`config.mk`:
```
export PLATFORM = sky130hd
export DESIGN_NAME = micro4_core
export DESIGN_NICKNAME = d
export VERILOG_FILES = /design/src/rtl/micro4_core.sv
export SDC_FILE = /design/constraint.sdc
export NUM_CORES = 1
export LEC_CHECK = 0
export CAP_MARGIN = 20
export CORE_ASPECT_RATIO = 1.4
export CORE_MARGIN = 2
export CORE_UTILIZATION = 25
export CTS_BUF_LIST = sky130_fd_sc_hd__clkbuf_8
export CTS_CLUSTER_DIAMETER = 40
export DETAILED_ROUTE_END_ITERATION = 6
export GPL_ROUTABILITY_DRIVEN = 0
export HOLD_SLACK_MARGIN = 0.03
export SYNTH_ARGS = -nofsm -noshare
export SYNTH_HDL_FRONTEND = slang
export SYNTH_SLANG_ARGS = --single-unit
```
`constraint.sdc`:
```
create_clock -name MainClock -period 5.84 [get_ports MainClock]
set_input_delay 1.752 -clock MainClock [delete_from_list [all_inputs] [get_ports MainClock]]
set_output_delay 1.752 -clock MainClock [all_outputs]
set_load 0.01 [all_outputs]
```
`src/rtl/micro4_core.sv`:
```
// micro4_core: 4-bit accumulator CPU, 16x8 program store, 4-phase fetch/decode/execute ring.
// Optional MICRO4_HALT_EN: opcode 1111 freezes the sequencer in T2 until MainClear.
module micro4_core #(
  parameter int DATA_W     = 4,
  parameter int PROG_DEPTH = 16
) (
  input  logic              MainClock,
  input  logic              MainClear,
  input  logic [DATA_W-1:0] DataIn,
  input  logic              prog_we,
  input  logic [3:0]        prog_addr,
  input  logic [7:0]        prog_data,
  output logic [DATA_W-1:0] digit1,
  output logic [DATA_W-1:0] digit2
);

  localparam int AW = $clog2(PROG_DEPTH);

  localparam logic [3:0] OP_ADD  = 4'b0001;
  localparam logic [3:0] OP_SUB  = 4'b0010;
  localparam logic [3:0] OP_OUT  = 4'b0011;
  localparam logic [3:0] OP_IN   = 4'b0100;
  localparam logic [3:0] OP_LOAD = 4'b0101;
`ifdef MICRO4_HALT_EN
  localparam logic [3:0] OP_HALT = 4'b1111;
`endif

  typedef enum logic [1:0] {PH_T0, PH_T1, PH_T2, PH_T3} phase_e;

  logic [7:0]        mem_q [PROG_DEPTH];
  phase_e            phase_q, phase_d;
  logic [AW-1:0]     pc_q, pc_d;
  logic [7:0]        ir_q, ir_d;
  logic [DATA_W-1:0] a_q, a_d;
  logic [DATA_W-1:0] b_q, b_d;
  logic [DATA_W-1:0] out_q, out_d;
  logic [DATA_W-1:0] bus;
  logic [DATA_W-1:0] alu_res;
  logic [DATA_W-1:0] opnd;
  logic [7:0]        fetch_word;
  logic [3:0]        op;
  logic              halt_hit;

  // Ripple-carry add/subtract; subtraction adds ~b with carry-in 1, carry-out dropped.
  function automatic logic [DATA_W-1:0] alu_addsub(input logic [DATA_W-1:0] a,
                                                   input logic [DATA_W-1:0] b,
                                                   input logic              sub);
    logic [DATA_W-1:0] bx;
    logic [DATA_W-1:0] sum;
    logic              c;
    bx = sub ? ~b : b;
    c  = sub;
    for (int i = 0; i < DATA_W; i++) begin
      sum[i] = a[i] ^ bx[i] ^ c;
      c      = (a[i] & bx[i]) | (c & (a[i] ^ bx[i]));
    end
    return sum;
  endfunction

  assign op         = ir_q[7:4];
  assign opnd       = DATA_W'(ir_q[3:0]);
  assign fetch_word = mem_q[pc_q];
  assign alu_res    = alu_addsub(a_q, b_q, op == OP_SUB);

`ifdef MICRO4_HALT_EN
  assign halt_hit = (phase_q == PH_T2) && (op == OP_HALT);
`else
  assign halt_hit = 1'b0;
`endif

  always_comb begin
    phase_d = phase_q;
    pc_d    = pc_q;
    ir_d    = ir_q;
    a_d     = a_q;
    b_d     = b_q;
    out_d   = out_q;
    bus     = '0;
    unique case (phase_q)
      PH_T0: begin
        ir_d    = fetch_word;
        bus     = DATA_W'(fetch_word[3:0]);
        phase_d = PH_T1;
      end
      PH_T1: begin
        pc_d    = pc_q + AW'(1);
        phase_d = PH_T2;
      end
      PH_T2: begin
        phase_d = halt_hit ? PH_T2 : PH_T3;
        case (op)
          OP_LOAD: begin a_d = opnd;     bus = opnd;   end
          OP_IN:   begin a_d = DataIn;   bus = DataIn; end
          OP_OUT:  begin out_d = a_q;    bus = a_q;    end
          OP_ADD,
          OP_SUB:  begin b_d = opnd;     bus = opnd;   end
          default: ;
        endcase
      end
      PH_T3: begin
        phase_d = PH_T0;
        if (op == OP_ADD || op == OP_SUB) begin
          a_d = alu_res;
          bus = alu_res;
        end
      end
      default: phase_d = PH_T0;
    endcase
    // Clear wins over any in-flight instruction and blanks the bus this cycle.
    if (MainClear) begin
      phase_d = PH_T0;
      pc_d    = '0;
      ir_d    = '0;
      a_d     = '0;
      b_d     = '0;
      out_d   = '0;
      bus     = '0;
    end
  end

  always_ff @(posedge MainClock) begin
    phase_q <= phase_d;
    pc_q    <= pc_d;
    ir_q    <= ir_d;
    a_q     <= a_d;
    b_q     <= b_d;
    out_q   <= out_d;
  end

  // Program store is never cleared; a same-edge fetch sees the old word.
  always_ff @(posedge MainClock) begin
    if (prog_we) mem_q[prog_addr[AW-1:0]] <= prog_data;
  end

  assign digit1 = bus;
  assign digit2 = out_q;

endmodule

```
==> qor.csv, run 1 <==
stage;metric;value;unit
finish;multiInputGateArea;2050;sq um
timing;worst_slew_margin_relative_to_its_limit;0.307;
finish;filler_cell_count;2569;
timing;timing_hold_violations_final;0;
finish;register_area;4450;sq um
die;row_count;70;
route;remaining_drc_errors;0;
worst_setup_path;cpMaxStageDelayCell;sky130_fd_sc_hd__clkdlybuf4s50_1;
worst_setup_path;worst-r2r-setup-slack;3.13;ns
synth;post_synth_most_frequent_cells;128 x sky130_fd_sc_hd__edfxtp_1, 38 x sky130_fd_sc_hd__nor2_1, 30 x sky130_fd_sc_hd__dfxtp_1, 30 x sky130_fd_sc_hd__mux2i_1, 19 x sky130_fd_sc_hd__nand2_1;
placed_design;hpwl;9490;um
grt;grt_pass1_vias;3864;
die;die_width;142;um
timing;timing.final.crit_share;0.957;
worst_setup_path;cpMostUsedCell;sky130_fd_sc_hd__fa_1;
synth;synth_seq_cells;158;
synth;synth.avg_cell_area;16.2;sq um
timing;fmax;179;MHz
route;routed_via_density;4.69;
min_path;worst_hold_path.num_cells;2;
grt;maximum_number_of_pins_on_one_net_before_global_route_repair;21;
route;firstDrtPassIters;6;
worst_setup_path;worstPathCellList;nor4b_4 > mux2i_1 > fa_1 > inv_1 > fa_1 > xnor3_1 > xor2_1 > o22a_1 > a311oi_2 > clkdlybuf4s50_1;
finish;synthToLayoutAreaGrowth;14.2;%
synth;synth-main-ff-cell;sky130_fd_sc_hd__edfxtp_1;
synth;postSynthNetCount;438;
route;avgRoutedWirePerCell;18.1;um
clock_network;clk-insertion-delay-late;0.46;ns
worst_setup_path;timing.critical_path.from_type;flop;
run_status;run_status;finished, final reports clean;
timing;timing.setup.tns;0;ns
pwr;leakage;0.00238;uW
synth;yosys.area.top_type;sky130_fd_sc_hd__edfxtp_1;
clock_network;cts_tree;done;
route;drt_wl_total;14100;um
worst_setup_path;worstSetupEndpointType;output port;
grt;grt_first_pass_wirelength;21700;um
route;detailroute.via_count;3650;
clock_network;clkSlewWorstSetupHoldPaths;0.09;ns
synth;share_of_yosys_cell_area_claimed_by_the_top_area_cell_type;0.577;
grt;grt-ovfl-total;0;
worst_setup_path;critPathTopFamily;buffers and inverters;
die;coreArea;26200;sq um
synth;synth_area_leaders;sky130_fd_sc_hd__edfxtp_1 58%, sky130_fd_sc_hd__dfxtp_1 9.0%, sky130_fd_sc_hd__mux4_2 5.1%;
pwr;irDropWorstVdd;124;uV
synth;syn-cell-area;6660;sq um
clock_network;cts_sinks;158;
clock_network;root_buffer;sky130_fd_sc_hd__clkbuf_8;
synth;async_reset_ff_frac;0;
synth;yosys.cell_count.top_type;sky130_fd_sc_hd__edfxtp_1;
die;floorplan.initialDensity;0.254;
min_path;class_of_the_most_critical_hold_timing_path;flop to flop;
worst_setup_path;reg2reg_depth;10;
timing;rsz0062_at_grt;no;
grt;grt_antenna_before_repair;0;
clock_network;htreeDepth;4;
die;design.die.area;28000;sq um
synth;synth.distinct_cells;49;
clock_network;cts-buffers-inserted;17;
finish;postLayoutCoreUtil;0.291;
synth;synthCells;411;
synth;yosys_warnings;0;
clock_network;clock_tree.buffer_depth;2;
route;detail_route.iter0.violations;306;
placed_design;portBuffers;26;
job;cap_viol_max_count;0;
timing;timing_worst_slew_pin_value;1.04;ns
timing;period_minus_slack;5.59;ns
worst_setup_path;worst-path-max-fanout;10;
synth;synth_enable_flop_cells;128;
die;chipHeight;197;um
worst_setup_path;crit_arrival;3.84;ns
synth;part_of_the_yosys_area_used_for_sequential_elements;0.667;
grt;global_route.usage.total;0.105;
route;drt.antenna.violating_nets;0;
finish;final_net_count;469;
worst_setup_path;required_time_at_the_endpoint_of_the_critical_path;4.09;ns
die;num_io_pins;27;
pwr;cellPowerDensity;333;nW/um^2
worst_setup_path;cpPeakStageDelay;0.59;ns
finish;post_route_cells_drive_above_1_share;0.149;
timing;report.final.slew_viol_count;0;
finish;num_antenna_cells;0;
worst_setup_path;number_of_buffers_and_inverters_on_the_critical_path;2;
worst_setup_path;setup.worst_path.class;flop to output port;
timing;finalClockSkew;0.0131;ns
worst_setup_path;crit_cells;10;
timing;setup_viols_final;0;
## worst reg2reg max path, cell delays in order (launching register included)
cell and delay (ns):
sky130_fd_sc_hd__dfxtp_1 0.44, sky130_fd_sc_hd__nor4b_4 0.44, sky130_fd_sc_hd__mux2i_1 0.17, sky130_fd_sc_hd__fa_1 0.41
sky130_fd_sc_hd__inv_1 0.08, sky130_fd_sc_hd__fa_1 0.17, sky130_fd_sc_hd__xnor3_1 0.40, sky130_fd_sc_hd__xor2_1 0.20
sky130_fd_sc_hd__nand2_1 0.09, sky130_fd_sc_hd__o211ai_1 0.12, sky130_fd_sc_hd__a21oi_1 0.08
## routing by layer
metal  track usage  vias to the layer above  wire length, um  part of all wire
met3        0.0315                       26              640             0.045
met2         0.184                      118             7380              0.52
met4        0.0348                        0              306             0.022
met5             0                        -                0                 0
li1              -                     1666                -                 -
met1         0.123                     1840             5790              0.41
## power breakdown
group,switching [uW],internal (uW),total (uW)
sequential,72.8,1260,1340
clock,437,306,744
combinational,229,221,450
## final cells by class
class / count / area share
Clock buffer: 17 / 0.0307
Timing Repair Buffer: 34 / 0.0421
Inverter: 7 / 0.00345
Tap cell: 324 / 0.0533
Clock inverter: 15 / 0.0166
Sequential cell: 158 / 0.584
Multi-Input combinational cell: 224 / 0.270
## cells by family (layout without fill, tap and decap cells)
logic type	after synthesis	in the layout	share of synthesized area
adders and majority gates	8	8	0.0173
and+or+nand+nor	101	101	0.0806
muxes	59	59	0.144
DFF	158	158	0.667
AOI/OAI and AO/OA	47	47	0.0490
xor gates and xnor gates	9	9	0.0139
buffers and inverters	29	73	0.0280
## registers in the layout, indices dropped and copies added (netlist names), named ones only
signal and count:
b_q 4, ir_q 8, digit2 4, pc_q 4, a_q 4, mem_q 128, phase_q 2
## placed cells by master, fill, tap and decap left out, types with 11 or more instances in the layout
cell                              count
sky130_fd_sc_hd__mux2i_1             30
sky130_fd_sc_hd__mux4_1              11
sky130_fd_sc_hd__edfxtp_1           128
sky130_fd_sc_hd__clkbuf_8            17
sky130_fd_sc_hd__clkdlybuf4s50_1     26
sky130_fd_sc_hd__dfxtp_1             29
sky130_fd_sc_hd__nand2_1             19
sky130_fd_sc_hd__nor2_1              38
sky130_fd_sc_hd__mux4_2              15
## through the flow
| step | power [uW] | hold slack (ns) | std cells | area, sq um | setup WS [ns] |
|---|---|---|---|---|---|
| 3_3_place_gp | 1790 | 0.479 | 745 | 7230 | 0.662 |
| 5_1_grt | 2650 | 0.540 | 779 | 7610 | 0.0498 |
| 4_1_cts | 2540 | 0.518 | 777 | 7590 | 0.0348 |
| 3_5_place_dp | 1800 | 0.495 | 745 | 7230 | 0.543 |
| 6_report | 2530 | 0.508 | 779 | 7610 | 0.253 |
| 2_1_floorplan | 1690 | 0.473 | 411 | 6660 | 1.34 |
## final timing paths
kind | to | startpoint
worst max-delay path | digit1[3] | ir_q[7]
worst min-delay path | digit2[1] | digit2[1]
worst max register to register | a_q[3] | ir_q[7]
worst min register to register | digit2[1] | digit2[1]
## repair_timing
item	CTS	global route
hold endpoints to repair	0	0
setup endpoints to repair	0	1
hold buffers	0	0
gates resized for setup	0	2
setup buffers	0	2
Note: power is estimated with default switching activity, not from simulation.
==> run 2, diff against run 1 <==
--- a/config.mk
+++ b/config.mk
@@ -14,6 +14,7 @@
 export DETAILED_ROUTE_END_ITERATION = 6
 export GPL_ROUTABILITY_DRIVEN = 0
 export HOLD_SLACK_MARGIN = 0.03
+export SLEW_MARGIN = 30
 export SYNTH_ARGS = -nofsm -noshare
 export SYNTH_HDL_FRONTEND = slang
 export SYNTH_SLANG_ARGS = --single-unit
==> run 2 against run 1 <==
Effect of this change: via count shrank 0.30%; die area is the same; largest power group unchanged; worst setup slack lost 0.023 ns; combinational power is essentially flat; critical path type unchanged; global-route usage is the same; sequential power is essentially flat.
==> qor.csv, run 2 (synthesized netlist as in run 1, its figures left out) <==
stage;metric;value;unit;change
grt;grt-ovfl-total;0;;unchanged
grt;grt_antenna_before_repair;0;;unchanged
die;design.die.area;28000;sq um;unchanged
clock_network;clock_tree.buffer_depth;2;;unchanged
clock_network;clkSlewWorstSetupHoldPaths;0.09;ns;about the same
worst_setup_path;timing.critical_path.from_type;flop;;unchanged
clock_network;root_buffer;sky130_fd_sc_hd__clkbuf_8;;unchanged
timing;setup_viols_final;0;;unchanged
finish;post_route_cells_drive_above_1_share;0.160;;was 0.149
clock_network;htreeDepth;4;;unchanged
route;routed_via_density;4.67;;was 4.69
die;coreArea;26200;sq um;unchanged
finish;synthToLayoutAreaGrowth;14.4;%;was 14.2%
route;detailroute.via_count;3639;;was 3,650
finish;largest_register_ffs;128;;unchanged
finish;final_net_count;469;;unchanged
timing;timing.setup.tns;0;ns;unchanged
route;drt_wl_total;14100;um;about the same
clock_network;cts_sinks;158;;unchanged
min_path;class_of_the_most_critical_hold_timing_path;flop to flop;;unchanged
clock_network;cts-buffers-inserted;17;;unchanged
grt;grt_first_pass_wirelength;21700;um;unchanged
job;cap_viol_max_count;0;;unchanged
route;avgRoutedWirePerCell;18.1;um;about the same
timing;finalClockSkew;0.0114;ns;was 0.0131 ns
timing;worst_slew_margin_relative_to_its_limit;0.335;;was 0.307
die;row_count;70;;unchanged
grt;grt_pass1_vias;3864;;unchanged
min_path;hold_path_startpoint;digit2[1];;unchanged
route;drt.antenna.violating_nets;0;;unchanged
placed_design;portBuffers;26;;unchanged
worst_setup_path;timing.rr.start;ir_q[7];;unchanged
timing;fmax;178;MHz;was 179 MHz
clock_network;cts_tree;done;;unchanged
timing;timing.final.crit_share;0.961;;was 0.957
die;floorplan.initialDensity;0.254;;unchanged
placed_design;place_worst_setup_slack;0.543;ns;unchanged
worst_setup_path;worstSetupEndpointType;output port;;unchanged
clock_network;hold_buffers;0;;unchanged
clock_network;clk-insertion-delay-late;0.46;ns;about the same
worst_setup_path;worst-r2r-setup-slack;3.12;ns;was 3.13 ns
run_status;run_status;finished, final reports clean;;unchanged
worst_setup_path;required_time_at_the_endpoint_of_the_critical_path;4.09;ns;about the same
worst_setup_path;startpoint;ir_q[7];;unchanged
finish;filler_cell_count;2572;;was 2,569
timing;period_minus_slack;5.61;ns;was 5.59 ns
worst_setup_path;worst-path-max-fanout;10;;unchanged
die;chipHeight;197;um;unchanged
timing;timing_hold_violations_final;0;;unchanged
finish;num_antenna_cells;0;;unchanged
finish;layout_commonest_cell;sky130_fd_sc_hd__edfxtp_1;;unchanged
worst_setup_path;crit_arrival;3.86;ns;was 3.84 ns
grt;global_route.usage.total;0.105;;unchanged
timing;rsz0062_at_grt;no;;unchanged
finish;post-route-cell-area;7620;sq um;was 7610 sq um
route;firstDrtPassIters;5;;was 6
pwr;irDropWorstVdd;125;uV;was 124 uV
die;num_io_pins;27;;unchanged
pwr;leakage;0.00238;uW;about the same
timing;timing_worst_slew_pin_value;0.994;ns;was 1.04 ns
route;remaining_drc_errors;0;;unchanged
placed_design;placed_area;7230;sq um;unchanged
route;detail_route.iter0.violations;256;;was 306
timing;fin_ws;0.230;ns;was 0.253 ns
placed_design;hpwl;9490;um;unchanged
die;die_width;142;um;unchanged
finish;layout_common_cells;128 x sky130_fd_sc_hd__edfxtp_1, 33 x sky130_fd_sc_hd__nor2_1, 30 x sky130_fd_sc_hd__mux2i_1;;was 128 x sky130_fd_sc_hd__edfxtp_1, 38 x sky130_fd_sc_hd__nor2_1, 30 x sky130_fd_sc_hd__mux2i_1
pwr;cellPowerDensity;332;nW/um^2;was 333 nW/um^2
worst_setup_path;setup.worst_path.class;flop to output port;;unchanged
timing;report.final.slew_viol_count;0;;unchanged
grt;maximum_number_of_pins_on_one_net_before_global_route_repair;21;;unchanged
## run 2: cell counts in the layout (fill, tap and decap cells not counted)
No cell type changed its count.
## run 2: through the flow
step	cells	hold WS, ns	total power [uW]	utilization
after detailed placement	745	0.495	1800	0.276
after global placement	745	0.479	1790	0.276
final	779	0.508	2530	0.291
after global routing	779	0.540	2650	0.291
after CTS	777	0.518	2540	0.290
after floorplan	411	0.473	1690	-
## run 2: path summary, 6_finish.rpt
path / cells past startpoint / to
min: 2 / digit2[1]
max: 10 / digit1[3]
min reg2reg: 2 / digit2[1]
max reg2reg: 10 / a_q[3]
## run 2: critical path: stages, from the launching register on
cell,delay [ns]
sky130_fd_sc_hd__dfxtp_1,0.44
sky130_fd_sc_hd__nor4b_4,0.45
sky130_fd_sc_hd__mux2i_1,0.17
sky130_fd_sc_hd__fa_1,0.41
sky130_fd_sc_hd__inv_1,0.09
sky130_fd_sc_hd__fa_1,0.17
sky130_fd_sc_hd__xnor3_1,0.40
sky130_fd_sc_hd__xor2_1,0.17
sky130_fd_sc_hd__o22a_1,0.22
sky130_fd_sc_hd__a311oi_2,0.31
sky130_fd_sc_hd__clkdlybuf4s50_1,0.59
## run 2: final cells by class
type                       count  area [sq um]  area share
tap                          324           405      0.0532
clock buffer                  17           234      0.0307
timing repair buffer          34           320      0.0420
inverter                       7          26.3     0.00345
sequential                   158          4450       0.583
multi-input combinational    224          2070       0.271
clock inverter                15           126      0.0166
## run 2: routing by layer
layer	wire, um	GRT usage
met1	5860	0.123
met2	7350	0.184
met3	612	0.0315
met4	276	0.0348
met5	0	0
## run 2: repair_timing
action	4_1_cts	5_1_grt
resized for setup	0	2
endpoints found under the setup margin	0	1
setup buffers	0	2
## run 2: where the power goes
| group | switching, uW | internal (uW) | leakage [uW] | total [uW] |
|---|---|---|---|---|
| clock | 437 | 306 | 0.000172 | 744 |
| sequential | 72.3 | 1260 | 0.00140 | 1340 |
| combinational | 231 | 221 | 0.000805 | 452 |
